[config.mk]
export PLATFORM = sky130hd
export DESIGN_NAME = semaforo_monitor
export DESIGN_NICKNAME = d
export VERILOG_FILES = /design/src/rtl/semaforo_monitor.sv
export SDC_FILE = /design/constraint.sdc
export NUM_CORES = 1
export LEC_CHECK = 0
export BUFFER_PORTS_ARGS = -buffer_cell sky130_fd_sc_hd__buf_4
export CAP_MARGIN = 20
export CORE_MARGIN = 2
export CORE_UTILIZATION = 55
export CTS_BUF_LIST = sky130_fd_sc_hd__clkbuf_4
export CTS_CLUSTER_SIZE = 20
export DETAILED_ROUTE_END_ITERATION = 16
export PLACE_DENSITY = 0.78
export SETUP_SLACK_MARGIN = 0.3
export SYNTH_ARGS = -nofsm -noshare
export SYNTH_HDL_FRONTEND = slang
export SYNTH_SLANG_ARGS = --single-unit
[constraint.sdc]
create_clock -name clock -period 3.45 [get_ports clock]
set_input_delay 0.345 -clock clock [delete_from_list [all_inputs] [get_ports clock]]
set_output_delay 0.345 -clock clock [all_outputs]
set_load 0.02 [all_outputs]
[src/rtl/semaforo_monitor.sv]
// semaforo_monitor: passive checker for green/yellow/red phase order, one-hot coding and dwell limits.
// Define SEMAFORO_MON_ROUNDS_EN to build the completed-round counter; otherwise round_cnt is tied to 0.
module semaforo_monitor #(
  parameter int CNT_W = 16,
  parameter int GREEN_MIN = 4,
  parameter int GREEN_MAX = 8,
  parameter int YELLOW_MIN = 2,
  parameter int YELLOW_MAX = 4,
  parameter int RED_MIN = 4,
  parameter int RED_MAX = 8
) (
  input  logic             clock,
  input  logic             rst,
  input  logic             green,
  input  logic             yellow,
  input  logic             red,
  input  logic             clr_err,
  output logic [1:0]       phase,
  output logic [CNT_W-1:0] dwell,
  output logic             dwell_valid,
  output logic             err_onehot,
  output logic             err_order,
  output logic             err_time,
  output logic [7:0]       round_cnt
);
  typedef enum logic [1:0] {GO = 2'b00, WAIT = 2'b01, STOP = 2'b10, SYNC = 2'b11} state_t;
  state_t state, state_n, code, succ;
  logic [CNT_W-1:0] timer, timer_n, dwell_n, min_lim, max_lim;
  logic partial, partial_n, dv_n, legal, set_onehot, set_order, set_time;
  // SYNC doubles as the "invalid code" marker for the decoded light pattern
  always_comb begin
    code = {green, yellow, red} == 3'b100 ? GO :
           {green, yellow, red} == 3'b010 ? WAIT :
           {green, yellow, red} == 3'b001 ? STOP : SYNC;
    succ = state == GO ? WAIT : state == WAIT ? STOP : GO;
    min_lim = state == GO ? CNT_W'(GREEN_MIN) : state == WAIT ? CNT_W'(YELLOW_MIN) : CNT_W'(RED_MIN);
    max_lim = state == GO ? CNT_W'(GREEN_MAX) : state == WAIT ? CNT_W'(YELLOW_MAX) : CNT_W'(RED_MAX);
  end
  always_comb begin
    state_n = state;
    timer_n = timer;
    partial_n = partial;
    dwell_n = dwell;
    dv_n = 1'b0;
    legal = 1'b0;
    set_onehot = 1'b0;
    set_order = 1'b0;
    set_time = 1'b0;
    if (state == SYNC) begin
      if (code == GO) begin
        state_n = GO;
        timer_n = CNT_W'(1);
        partial_n = 1'b1;
      end
    end else if (code == SYNC) begin
      set_onehot = 1'b1;
      state_n = SYNC;
      timer_n = '0;
    end else if (code == state) begin
      timer_n = timer == '1 ? timer : timer + CNT_W'(1);
      // firing only on the MAX -> MAX+1 step makes the overrun flag one-shot per phase
      set_time = timer == max_lim && timer != '1;
    end else begin
      legal = code == succ;
      set_order = !legal;
      set_time = legal && !partial && timer < min_lim;
      dwell_n = partial ? dwell : timer;
      dv_n = !partial;
      state_n = code;
      timer_n = CNT_W'(1);
      partial_n = 1'b0;
    end
  end
  always_ff @(posedge clock or negedge rst)
    if (!rst) begin
      state <= SYNC;
      timer <= '0;
      partial <= 1'b0;
      dwell <= '0;
      dwell_valid <= 1'b0;
      err_onehot <= 1'b0;
      err_order <= 1'b0;
      err_time <= 1'b0;
    end else begin
      state <= state_n;
      timer <= timer_n;
      partial <= partial_n;
      dwell <= dwell_n;
      dwell_valid <= dv_n;
      err_onehot <= set_onehot | (err_onehot & ~clr_err);
      err_order <= set_order | (err_order & ~clr_err);
      err_time <= set_time | (err_time & ~clr_err);
    end
  assign phase = state;
`ifdef SEMAFORO_MON_ROUNDS_EN
  // stage: 0 idle, 1 clean GO, 2 clean WAIT, 3 clean STOP
  logic [1:0] stage, stage_n;
  logic [7:0] round_n;
  always_comb begin
    stage_n = stage;
    round_n = round_cnt;
    if (set_onehot | set_order | set_time)
      stage_n = 2'd0;
    else if (legal) begin
      stage_n = state == STOP ? 2'd1 : stage != 2'd0 ? stage + 2'd1 : 2'd0;
      round_n = state == STOP && stage == 2'd3 ? round_cnt + 8'd1 : round_cnt;
    end
  end
  always_ff @(posedge clock or negedge rst)
    if (!rst) begin
      stage <= 2'd0;
      round_cnt <= 8'd0;
    end else begin
      stage <= stage_n;
      round_cnt <= round_n;
    end
`else
  assign round_cnt = 8'd0;
`endif
endmodule
-- Yosys cells after proc, flatten, opt, wreduce, memory -nomap -nowiden
Cells that the tools add are included.
- flip-flop bits (word level): 39
- input port bits: 6
- output and inout bits: 30
- logic and storage cells: 81
- add/subtract/negate cells: 1
- order comparisons: 1
- equality and inequality tests: 16
- mux-type cells: 33
- bitwise gates (word level): 11
- reductions and logical operators: 11
- operator list (operator ; number):
    2-to-1 mux 16 bit ; 5
    adder 16 x 1 -> 16 bit, second input constant ; 1
    == test 16 bit, second input constant ; 1
    == test 16 x 4 -> 1 bit ; 1
    < comparator 16 x 3 -> 1 bit ; 1
    2-to-1 mux 1 bit ; 16
    2-to-1 mux 2 bit ; 8
    inequality test 16 bit, second input constant ; 1
    2-to-1 mux 4 bit ; 2
    2-to-1 mux 3 bit ; 2
    NOT 1 bit ; 5
    == test 2 bit ; 2
    == test 2 bit, second input constant ; 2
    logical NOT 2 bit ; 2
    inequality test 2 bit, second input constant ; 2
    inequality test 4 bit, second input constant ; 1
    AND reduction 2 bit ; 2
    AND reduction 4 bit ; 1
    AND 1 bit ; 3
    == test 3 x 1 -> 1 bit, second input constant ; 1
    == test 3 x 2 -> 1 bit, second input constant ; 1
    == test 3 bit, second input constant ; 1
    logical AND 1 bit ; 3
    inequality test 3 bit, second input constant ; 1
    5 further kinds ; 8

-- Logic depth before layout (Yosys ltp)
Gate-level depths: netlist of run 1.
- depth after elaboration: 11
- gate-level depth with buffers: 9
- gate-level depth less buffers: 6

-- Worst setup path before layout of run 1
No wires, ideal clock.
- path kind: reg-to-reg
- start point: reg state[0] (netlist: phase[0])
- end point: reg dwell[1]
- library setup time: 0.125 ns
- data arrival time: 1.986 ns
- data required time: 3.325 ns
- setup slack: 1.339 ns
- cell stages (with the launch flop): 9
- buffers on the path: 3
- clock period less this slack: 2.111 ns
- cells stage by stage: dfstp_2 -> buf_4 -> and2b_1 -> buf_4 -> o21ai_1 -> a21o_1 -> a21oi_4 -> buf_6 -> mux2_2
- cells in the longest elaborated chain, start to end: 3
- elaborated cells on any way between the ends: 5
- classes of those cells: eq/ne (2); bitwise (2); reduce/logical (1)
- RTL lines (item ; line ; RTL):
    start, declared ; 27 ; state_t state, state_n, code, succ;
    start signal, assigned ; 85 ; state <= state_n;
    == test 2 bit (on tied branches) ; 59, 49 ;
    NOT 1 bit (no line) ; - ;
    AND reduction 4 bit (no line) * ; - ;
    end signal, assigned ; 88 ; dwell <= dwell_n;
    end, declared ; 19 ; output logic [CNT_W-1:0] dwell,
Mark *: on every way between the ends. The rest lies on a longest branch, timed or not.
A chain may end at the register's enable or synchronous reset.

-- Worst setup path in the final report of run 1
- start point: reg state[1] (netlist: phase[1])
- end point: reg timer[6]
- cells in the longest elaborated chain, start to end: 4
- elaborated cells on any way between the ends: 8
- classes of those cells: eq/ne (4); mux (3); reduce/logical (1)
- RTL lines (item ; line ; RTL):
    == test 2 bit ; 59 ; end else if (code == state) begin
    2-to-1 mux 16 bit ; 59 ;
    2-to-1 mux 16 bit ; 55 ; end else if (code == SYNC) begin
    2-to-1 mux 16 bit ; 49 ; if (state == SYNC) begin
    end signal, assigned ; 86 ; timer <= timer_n;
    end, declared ; 28 ; logic [CNT_W-1:0] timer, timer_n, dwell_n, min_lim, max_lim;
Parallel ways exist; a longest one is shown, timed or not.

==> results of run 1 <==
==> logic make-up after synthesis <==
kind of cell               Yosys count  share of synthesized area [%]
xor gates and xnor gates            12                           4.74
AOI/OAI and AO/OA                   31                           10.5
and+or+nand+nor                     85                           21.9
other                                1                          0.169
DFF                                 39                           44.1
adders and majority gates            3                           1.69
buffers and inverters               27                           6.94
muxes                               20                           9.93
==> power groups by stage <==
| stage | logic (mW) | registers [mW] | clock network, mW |
|---|---|---|---|
| after floorplan | 0.0863 | 0.509 | 0 |
| after global placement | 0.130 | 0.500 | 0 |
| after detailed placement | 0.132 | 0.500 | 0 |
| after CTS | 0.134 | 0.491 | 0.237 |
| after global routing | 0.146 | 0.494 | 0.253 |
| final | 0.132 | 0.491 | 0.227 |
==> synth_stat cells, types with 5 or more instances <==
| master | number |
|---|---|
| xnor2_1 | 8 |
| dfrtp_1 | 37 |
| nor3_1 | 7 |
| a21oi_1 | 8 |
| and2_1 | 5 |
| nand3_1 | 8 |
| nand2_1 | 14 |
| inv_1 | 7 |
| mux2_2 | 16 |
| buf_2 | 6 |
| nand4_1 | 5 |
| buf_4 | 10 |
| nor2_1 | 20 |
==> worst max-delay path, stage by stage (launching register included) <==
cell,delay [ns]
dfstp_2,0.66
and2b_1,0.28
a22oi_1,0.21
o32ai_1,0.11
buf_4,0.18
nor2_1,0.58
o22ai_1,0.18
==> registers in the layout, indices dropped and copies added, names as in the netlist <==
register and cells:
err_time 1, partial 1, dwell_valid 1, err_order 1
err_onehot 1, dwell 16, phase 2, timer 16
==> repair_timing <==
action	in CTS	in global routing
resized for setup	0	0
hold buffers	1	0
endpoints found under the hold margin	37	0
==> metal layers <==
metal / vias to the layer above / wire (um) / global-route usage, %
li1: 802 / - / -
met1: 832 / 1950 / 27.7
met2: 50 / 2140 / 35.2
met3: 6 / 216 / 5.50
met4: 0 / 51 / 6.89
met5: - / 0 / 0
==> area by class of cell <==
type / instances / share of cell area (%)
Tap cell: 50 / 2.55
Clock inverter: 2 / 0.306
Clock buffer: 6 / 1.84
Inverter: 7 / 1.07
Multi-Input combinational cell: 159 / 45.4
Sequential cell: 39 / 39.9
Timing Repair Buffer: 29 / 8.98
==> final timing paths <==
path | to | slack [ns] | cells after the start
setup / recovery | timer[6] | 1.11 | 6
hold / removal | err_onehot | 0.18 | 2
setup reg to reg | timer[6] | 1.11 | 6
hold reg to reg | dwell[10] | 0.52 | 1
max in group asynchronous | phase[1] | 2.60 | 2
min in group asynchronous | partial | 0.50 | 2
==> stage by stage <==
stage | instance area (sq um) | hold slack [ns]
floorplan | 2240 | 0.0494
global placement | 2390 | 0.341
detailed placement | 2390 | 0.350
CTS | 2450 | 0.167
global route | 2450 | 0.159
finish | 2450 | 0.183
==> summary.md, run 1 <==
| Metric | Value |
|---|---|
| Async set-or-reset flop fraction in the synthesized netlist | 100% |
| Post-synth top area share | a little over two fifths |
| CTS tree | built |
| Largest net degree at the start of global routing | 40 |
| RSZ-0062 raised after global routing | no |
| Hpwl dp | roughly 3 mm |
| Setup violators final | 0 |
| Required @ worst endpoint | 3.65 ns |
| Final Max Slew Viols | 0 |
| # fillers | 334 |
| Combinational power share | 15.6% |
| H-tree depth | 2 |
| Crit path kind | reg -> reg |
| Cells after DPL | 283 |
| Die X | 67.5 um |
| Commonest non-fill, non-tap cell in the layout | dfrtp_1 |
| Synth area leaders | dfrtp_1, mux2_2, buf_4, nor2_1, xnor2_1 |
| Setup WS pre-CTS | approximately 1.1 ns |
| Overall power | 850 uW |
| Fin Clk Skew | around 0.0090 ns |
| Post-synth EDFFs | 0 |
| FMAX | 0.428 GHz |
| First-pass GRT wire length | 7.15 mm |
| Hold path startpoint | clr_err |
| Yosys reg bits | 39 |
| Pleak | around 1.1 nW |
| Routability cong. | ~0.83 |
| Final ANT Viol Nets | 0 |
| Die area | between 0.004 and 0.005 sq mm |
| Tmin final | 2.34 ns |
| Final setup TNS | 0 ns |
| Core ar. | 0.00394 sq mm |
| Pwr dens | around 350 mW/mm^2 |
| Max FO, Critical Path | 13 |
| Drt drc | 0 |
| Initial antenna violation count | 0 |
| Sequential area share after synthesis | 44.1% |
| Setup ws final | 1.11 ns |
| Postcts setup bufs | 0 |
| Layout cells sized above 1 | around a quarter |
| Most frequent cells in the layout | dfrtp_1, buf_4, nor2_1 |
| Initial DRC count | 114 |
| Die height | 67.5 um |
| Pint | 611 uW |
| Leading area contributor after synthesis | dfrtp_1 |
| Vias in the first global route | approximately 1500 |
| Clk buf depth | 2 |
| Clk slew on worst S/H paths | around 0.11 ns |
| Total Nets Final | 250 |
| Synth Warn # | 0 |
| Status | finished clean |
| Dominant synthesized flop cell | dfrtp_1 |
| Sw Pwr | between 200 and 250 uW |
| Routed wire length | 4.36 mm |
| CP arrival | 2.54 ns |
| Initial core utilization | 56.3% |
| Mapped Cells | 218 |
| Worst IR Drop VDD | 0.206 mV |
| Worst-Margin Slew | ~0.73 ns |
| PortBufs | 27 |
| Vias per cell | 5.79 |
| DRT Pass-1 Iters | 5 |
| Post-synth cell types | 49 |
| Area of the multi-input gates | approximately 0.0011 sq mm |
| Synthesis-to-finish area growth | 10.5% |
| Clk_lat worst skew | 0.34 ns |
| Slew HR | about half |
| Avg Cell Area, Syn | 10.2 sq um |
| Row Count | 23 |
| Non-filler instance count after layout | 292 |
| Switch share | between 20% and 30% |
| CTS sink cnt | 39 |
| Num CTS Buffers | 5 |
| Critical path startpoint | phase[1] |
| Final Util | 62.2% |
| Ports | 36 |
| R2R Path Start | phase[1] |
| Diode count | 0 |
| Fin. Hold Viols | 0 |
| Hold Path Class | in -> reg |
| Seq pwr share | 57.8% |
| Max-Cap Viols | 0 |
| Synthesized area | 0.00222 sq mm |
| Clock power frac | 26.7% |
| Crit start category | register |
| FF+latch area | roughly 1000 sq um |
| Via Count | 1690 |
| Drt wl/cell | 14.9 um |
| GRT overflow | 0 |
| GRT Total Usage | 21.5% |
| Part of the cycle the worst path needs | roughly two thirds |
| CTS root buf | clkbuf_4 |
| Worst Setup End Kind | register |
(Power assumes the default switching activity.)
==> run 2: changes to the inputs <==
==> constraint.sdc (replaced) <==
create_clock -name clock -period 2.2 [get_ports clock]
set_input_delay 0.22 -clock clock [delete_from_list [all_inputs] [get_ports clock]]
set_output_delay 0.22 -clock clock [all_outputs]
set_load 0.02 [all_outputs]
==> run 2 against run 1 <==
Compared with the run above:
- sequential share of layout area is 2.7 points lower
- non-clock buffer count increased by 17
- sequential cell count unchanged
- sequential power up 56%
- critical endpoint is now err_time
==> summary.md, run 2 (synthesis results as in run 1) <==
| Metric | Value |
|---|---|
| Tmin final | 1.87 ns (-0.472 ns) |
| Worst IR Drop VDD | 0.303 mV (+47%) |
| CTS sink cnt | 39 (unchanged) |
| Ports | 36 (unchanged) |
| # fillers | 331 (-0.90%) |
| Worst Setup End Kind | register |
| Clk buf depth | 2 (unchanged) |
| PortBufs | 27 (unchanged) |
| GR Util met3 | 5.50% (unchanged) |
| Crit path kind | reg -> reg |
| Hold Path Class | in -> reg |
| Initial antenna violation count | 0 (unchanged) |
| Final Max Slew Viols | 0 (unchanged) |
| Num CTS Buffers | 5 (unchanged) |
| Initial core utilization | 56.3% (unchanged) |
| Status | finished clean |
| Pwr dens | 521 mW/mm^2 (+50%) |
| Setup violators final | 0 (unchanged) |
| Row Count | 23 (unchanged) |
| Fin. Hold Viols | 0 (unchanged) |
| CTS root buf | clkbuf_4 |
| Gr busiest metal | met2 |
| Initial DRC count | 78 (-32%) |
| Largest net degree at the start of global routing | 40 (unchanged) |
| Setup WS pre-CTS | 0.204 ns (-0.929 ns) |
| Max FO, Critical Path | 7 (-6) |
| Vias per cell | 5.66 (-2.2%) |
| GRT overflow | 0 (unchanged) |
| DRT Pass-1 Iters | 4 (-1) |
| Final setup TNS | 0 ns (unchanged) |
| Core ar. | 0.00394 sq mm (unchanged) |
| Clk_lat worst skew | 0.34 ns (about the same) |
| Total Nets Final | 267 (+6.8%) |
| Routed wire length | 4.66 mm (+6.8%) |
| Routability cong. | 0.869 (+5.2%) |
| Synthesis-to-finish area growth | 18.8% |
| Met1 Track Usage GR | 28.6% (+0.88 points) |
| Clk slew on worst S/H paths | 0.11 ns (about the same) |
| CTS tree | built |
| Crit start category | register |
| Drt drc | 0 (unchanged) |
| Layout cells sized above 1 | 32.8% (+7.6 points) |
| Die height | 67.5 um (unchanged) |
| Hpwl dp | 3.19 mm (+8.6%) |
| Vias in the first global route | 1609 (+6.0%) |
| RSZ-0062 raised after global routing | yes |
| Fin Clk Skew | 0.00987 ns (+0.000903 ns) |
| Met2 Track Usage GR | 37.4% (+2.2 points) |
| Required @ worst endpoint | 2.44 ns (-1.21 ns) |
| Commonest non-fill, non-tap cell in the layout | buf_4 |
| H-tree depth | 2 (unchanged) |
| First-pass GRT wire length | 7.58 mm (+6.0%) |
| Pleak | 1.21 nW (+7.5%) |
| Most frequent cells in the layout | buf_4, dfrtp_1, nor2_1 |
| Setup ws final | 0.333 ns (-0.778 ns) |
| Die area | 0.00456 sq mm (unchanged) |
| FMAX | 0.536 GHz (+25%) |
| Die X | 67.5 um (unchanged) |
| Part of the cycle the worst path needs | 84.8% (+17 points) |
| Drt wl/cell | 15.1 um (+0.91%) |
| Via Count | 1749 (+3.5%) |
| Max-Cap Viols | 0 (unchanged) |
| Diode count | 0 (unchanged) |
| Final ANT Viol Nets | 0 (unchanged) |
| CP arrival | 2.11 ns (-0.43 ns) |
| GRT Total Usage | 22.4% (+0.90 points) |
[run 2: final cells by class]
type,instances,area (sq um),share of cell area (%)
Multi-Input combinational cell,159,1150,43.8
Timing Repair Buffer,46,359,13.6
Clock inverter,2,7.51,0.285
Sequential cell,39,980,37.2
Clock buffer,6,45.0,1.71
Tap cell,50,62.6,2.37
Inverter,7,26.3,0.997
[run 2: power breakdown]
group | switching (mW) | internal [mW] | leakage (nW)
Combinational | 0.147 | 0.106 | 0.655
Sequential | 0.0203 | 0.744 | 0.528
Clock | 0.225 | 0.131 | 0.0307
Total | 0.392 | 0.980 | 1.21
[run 2: critical path, stage by stage (launching register included)]
cell	delay, ns
dfstp_2	0.61
and2b_2	0.28
a22oi_2	0.21
o32ai_4	0.13
buf_6	0.15
and2_1	0.14
a221o_1	0.25
[run 2: path summary, 6_finish.rpt]
| path | slack (ns) | cells after the start | end | startpoint |
|---|---|---|---|---|
| hold reg to reg | 0.52 | 1 | dwell[5] | dwell[5] |
| hold / removal | 0.07 | 2 | err_onehot | clr_err |
| setup reg to reg | 0.33 | 6 | err_time | phase[1] |
| setup / recovery | 0.33 | 6 | err_time | phase[1] |
| max in group asynchronous | 1.47 | 2 | timer[1] | rst |
| min in group asynchronous | 0.37 | 2 | err_onehot | rst |
[run 2: per-stage QoR]
stage | std cells | utilization, % | total power, mW | hold WS [ns] | cell area (sq um)
2_1_floorplan | 225 | - | 0.935 | -0.0756 | 2250
3_3_place_gp | 289 | 61.8 | 1.00 | 0.214 | 2430
3_5_place_dp | 289 | 61.8 | 1.01 | 0.221 | 2430
4_1_cts | 306 | 64.9 | 1.37 | 0.0587 | 2560
5_1_grt | 309 | 66.8 | 1.44 | 0.0583 | 2640
6_report | 309 | 66.8 | 1.37 | 0.0657 | 2640
[run 2: metal layers]
metal,routed length [um],vias to the layer above
met5,0,-
met4,83,0
met3,248,10
met2,2360,48
met1,1970,852
li1,-,839
[run 2: what timing repair did]
action,CTS,global route
resized for setup,1,10
hold endpoints to repair,37,0
buffers inserted,8,2
setup endpoints to repair,25,22
pin swaps,1,2
cloned,0,1
hold buffers,1,0
==> run 3: changes to the inputs <==
--- a/config.mk
+++ b/config.mk
@@ -8,11 +8,11 @@
 export BUFFER_PORTS_ARGS = -buffer_cell sky130_fd_sc_hd__buf_4
 export CAP_MARGIN = 20
 export CORE_MARGIN = 2
-export CORE_UTILIZATION = 55
+export CORE_UTILIZATION = 53
 export CTS_BUF_LIST = sky130_fd_sc_hd__clkbuf_4
 export CTS_CLUSTER_SIZE = 20
 export DETAILED_ROUTE_END_ITERATION = 16
-export PLACE_DENSITY = 0.78
+export PLACE_DENSITY = 0.79
 export SETUP_SLACK_MARGIN = 0.3
 export SYNTH_ARGS = -nofsm -noshare
 export SYNTH_HDL_FRONTEND = slang
==> constraint.sdc (replaced) <==
create_clock -name clock -period 1.5 [get_ports clock]
set_input_delay 0.15 -clock clock [delete_from_list [all_inputs] [get_ports clock]]
set_output_delay 0.15 -clock clock [all_outputs]
set_load 0.02 [all_outputs]
==> run 3 against run 2 <==
Compared with the run above:
- the flow now finishes with violations (negative setup slack)
- sequential cell count unchanged
- sequential power up 45%
- routed wire length up 16%
- first-iteration DRC count up 120%
- via count up 10%
- cell count up 12%
- combinational power up 70%
- clock skew up 0.0037 ns
- clock-buffer cell count unchanged
- non-clock buffer count up 38
- cell area up 14%
- fmax up 3.1%
- largest cell class unchanged
==> summary.md, run 3 (synthesis results as in run 1) <==
| Metric | Value |
|---|---|
| Status | finished with violations |
| Violated checks | negative setup slack |
| Pwr dens | 697 mW/mm^2 (+34%) |
| Routability cong. | 0.871 (+0.21%) |
| Combinational power share | 20.5% (+2.1 points) |
| Clk buf depth | 2 (unchanged) |
| Cells after DPL | 336 (+16%) |
| Final Util | 75.3% (+8.4 points) |
| Worst Setup End Kind | register |
| H-tree depth | 2 (unchanged) |
| Hold WS | 0.163 ns (+0.0974 ns) |
| Die X | 68.7 um (+1.8%) |
| Hold Path Class | in -> reg |
| First-pass GRT wire length | 8.47 mm (+12%) |
| Final ANT Viol Nets | 0 (unchanged) |
| CTS tree | built |
| Drt wl/cell | 15.6 um (+3.4%) |
| Sw Pwr | 617 uW (+57%) |
| Final Max Slew Viols | 0 (unchanged) |
| Hold depth | 3 (+1) |
| Ports | 36 (unchanged) |
| Overall power | 2.10 mW (+53%) |
| CTS root buf | clkbuf_4 |
| CTS sink cnt | 39 (unchanged) |
| Largest net degree at the start of global routing | 40 (unchanged) |
| Row Count | 23 (unchanged) |
| Setup violators final | 33 (+33) |
| Max-Cap Viols | 0 (unchanged) |
| Vias in the first global route | 1841 (+14%) |
| Fin. Hold Viols | 0 (unchanged) |
| FF+latch area | 978 sq um (-0.13%) |
| Core ar. | 0.00400 sq mm (+1.5%) |
| DRT Pass-1 Iters | 4 (unchanged) |
| Initial DRC count | 172 (+120%) |
| Drt drc | 0 (unchanged) |
| Required @ worst endpoint | 1.75 ns (-0.69 ns) |
| R2R Path Start | phase[0] |
| GRT Total Usage | 24.5% (+2.2 points) |
| Total Nets Final | 305 (+14%) |
| Area of the multi-input gates | 0.00123 sq mm (+6.3%) |
| GRT overflow | 0 (unchanged) |
| Setup WS pre-CTS | -0.320 ns (-0.524 ns) |
| Routed wire length | 5.41 mm (+16%) |
| Placed cell areas | 0.00282 sq mm (+16%) |
| Most frequent cells in the layout | buf_4, dfrtp_1, nor2_1 |
| CP arrival | 2.06 ns (-0.05 ns) |
| Diode count | 0 (unchanged) |
| Commonest non-fill, non-tap cell in the layout | buf_4 |
| Fin Clk Skew | 0.0136 ns (+0.00373 ns) |
| Post-route cell area | 0.00301 sq mm (+14%) |
| Clk slew on worst S/H paths | 0.12 ns (about the same) |
| Clk_lat worst skew | 0.36 ns (+0.02 ns) |
| Hold path startpoint | red |
| Part of the cycle the worst path needs | 121% (+36 points) |
| Final setup TNS | -8.17 ns (-8.17 ns) |
| Hpwl dp | 3.91 mm (+22%) |
| Crit path kind | reg -> reg |
| Num CTS Buffers | 5 (unchanged) |
| FMAX | 0.552 GHz (+3.1%) |
| Worst setup path end | dwell[6] |
| Worst IR Drop VDD | 0.582 mV (+92%) |
| Setup ws final | -0.311 ns (-0.644 ns) |
| Tmin final | 1.81 ns (-0.0556 ns) |
| Pint | 1.48 mW (+51%) |
| Initial core utilization | 55.5% (-0.81 points) |
| Die area | 0.00472 sq mm (+3.5%) |
| Clock power frac | 26.4% (+0.5 points) |
| Reg2reg end | dwell[6] |
| Synthesis-to-finish area growth | 35.7% |
| Initial antenna violation count | 0 (unchanged) |
| RSZ-0062 raised after global routing | yes |
| Die height | 68.7 um (+1.8%) |
| Non-filler instance count after layout | 347 (+12%) |
| Switch share | 29.4% (+0.83 points) |
| Via Count | 1929 (+10%) |
| # fillers | 282 (-15%) |
| Layout cells sized above 1 | 44.4% (+12 points) |
| Seq pwr share | 53.1% (-2.5 points) |
| FF-to-FF setup slack | -0.31 ns (-0.64 ns) |
| Reg2reg path depth | 6 (unchanged) |
| Crit start category | register |
| Max FO, Critical Path | 11 (+4) |
| Critical path startpoint | phase[0] |
| Vias per cell | 5.56 (-1.8%) |
| Pleak | 1.44 nW (+19%) |
| PortBufs | 27 (unchanged) |
[run 3: changes by cell type in the layout (fill, tap and decap cells not counted), sizes merged]
cell | previous run | this run
dlygate4sd3 | 1 | 2
clkdlybuf4s15 | 1 | 0
buf | 44 | 82
[run 3: worst max-delay path: stages (launching register included)]
cell and delay [ns]:
dfstp_2 0.55, and2b_2 0.19, o21ai_1 0.08, a21o_1 0.19, a21oi_4 0.17, buf_12 0.16, mux2_2 0.33
[run 3: what timing repair did]
item | 4_1_cts | 5_1_grt
buffers inserted | 0 | 1
gates resized for setup | 15 | 17
endpoints found under the setup margin | 41 | 41
endpoints found under the hold margin | 38 | 0
pin swaps | 0 | 4
cloned | 0 | 0
hold buffers | 2 | 0
[run 3: per-layer routing]
metal / global-route usage (%) / vias to the layer above / part of all wire (%)
met3: 5.52 / 9 / 4.8
met5: 0 / - / 0
li1: - / 914 / -
met4: 8.58 / 0 / 1.6
met1: 29.8 / 948 / 41
met2: 42.8 / 58 / 52
[run 3: cell type report]
cell class              instances  share of cell area [%]
multi-input cells             159                    40.8
inverters                       7                   0.873
repair buffers                 84                    22.0
flip-flops and latches         39                    32.5
well taps                      50                    2.08
clock buffers                   6                    1.50
clock inverters                 2                   0.249
[run 3: worst min path at each step]
| stage | to |
|---|---|
| floorplan | dwell[0] |
| global placement | partial |
| detailed placement | partial |
| CTS | phase[1] |
| global route | phase[1] |
| finish | phase[1] |
[run 3: power by group through the flow]
stage               logic [mW]  clock network [mW]  registers [mW]
detailed placement       0.396                   0            1.13
global placement         0.388                   0            1.13
finish                   0.431               0.553            1.11
global route             0.466               0.599            1.12
CTS                      0.414               0.560            1.11
floorplan                0.209                   0            1.17
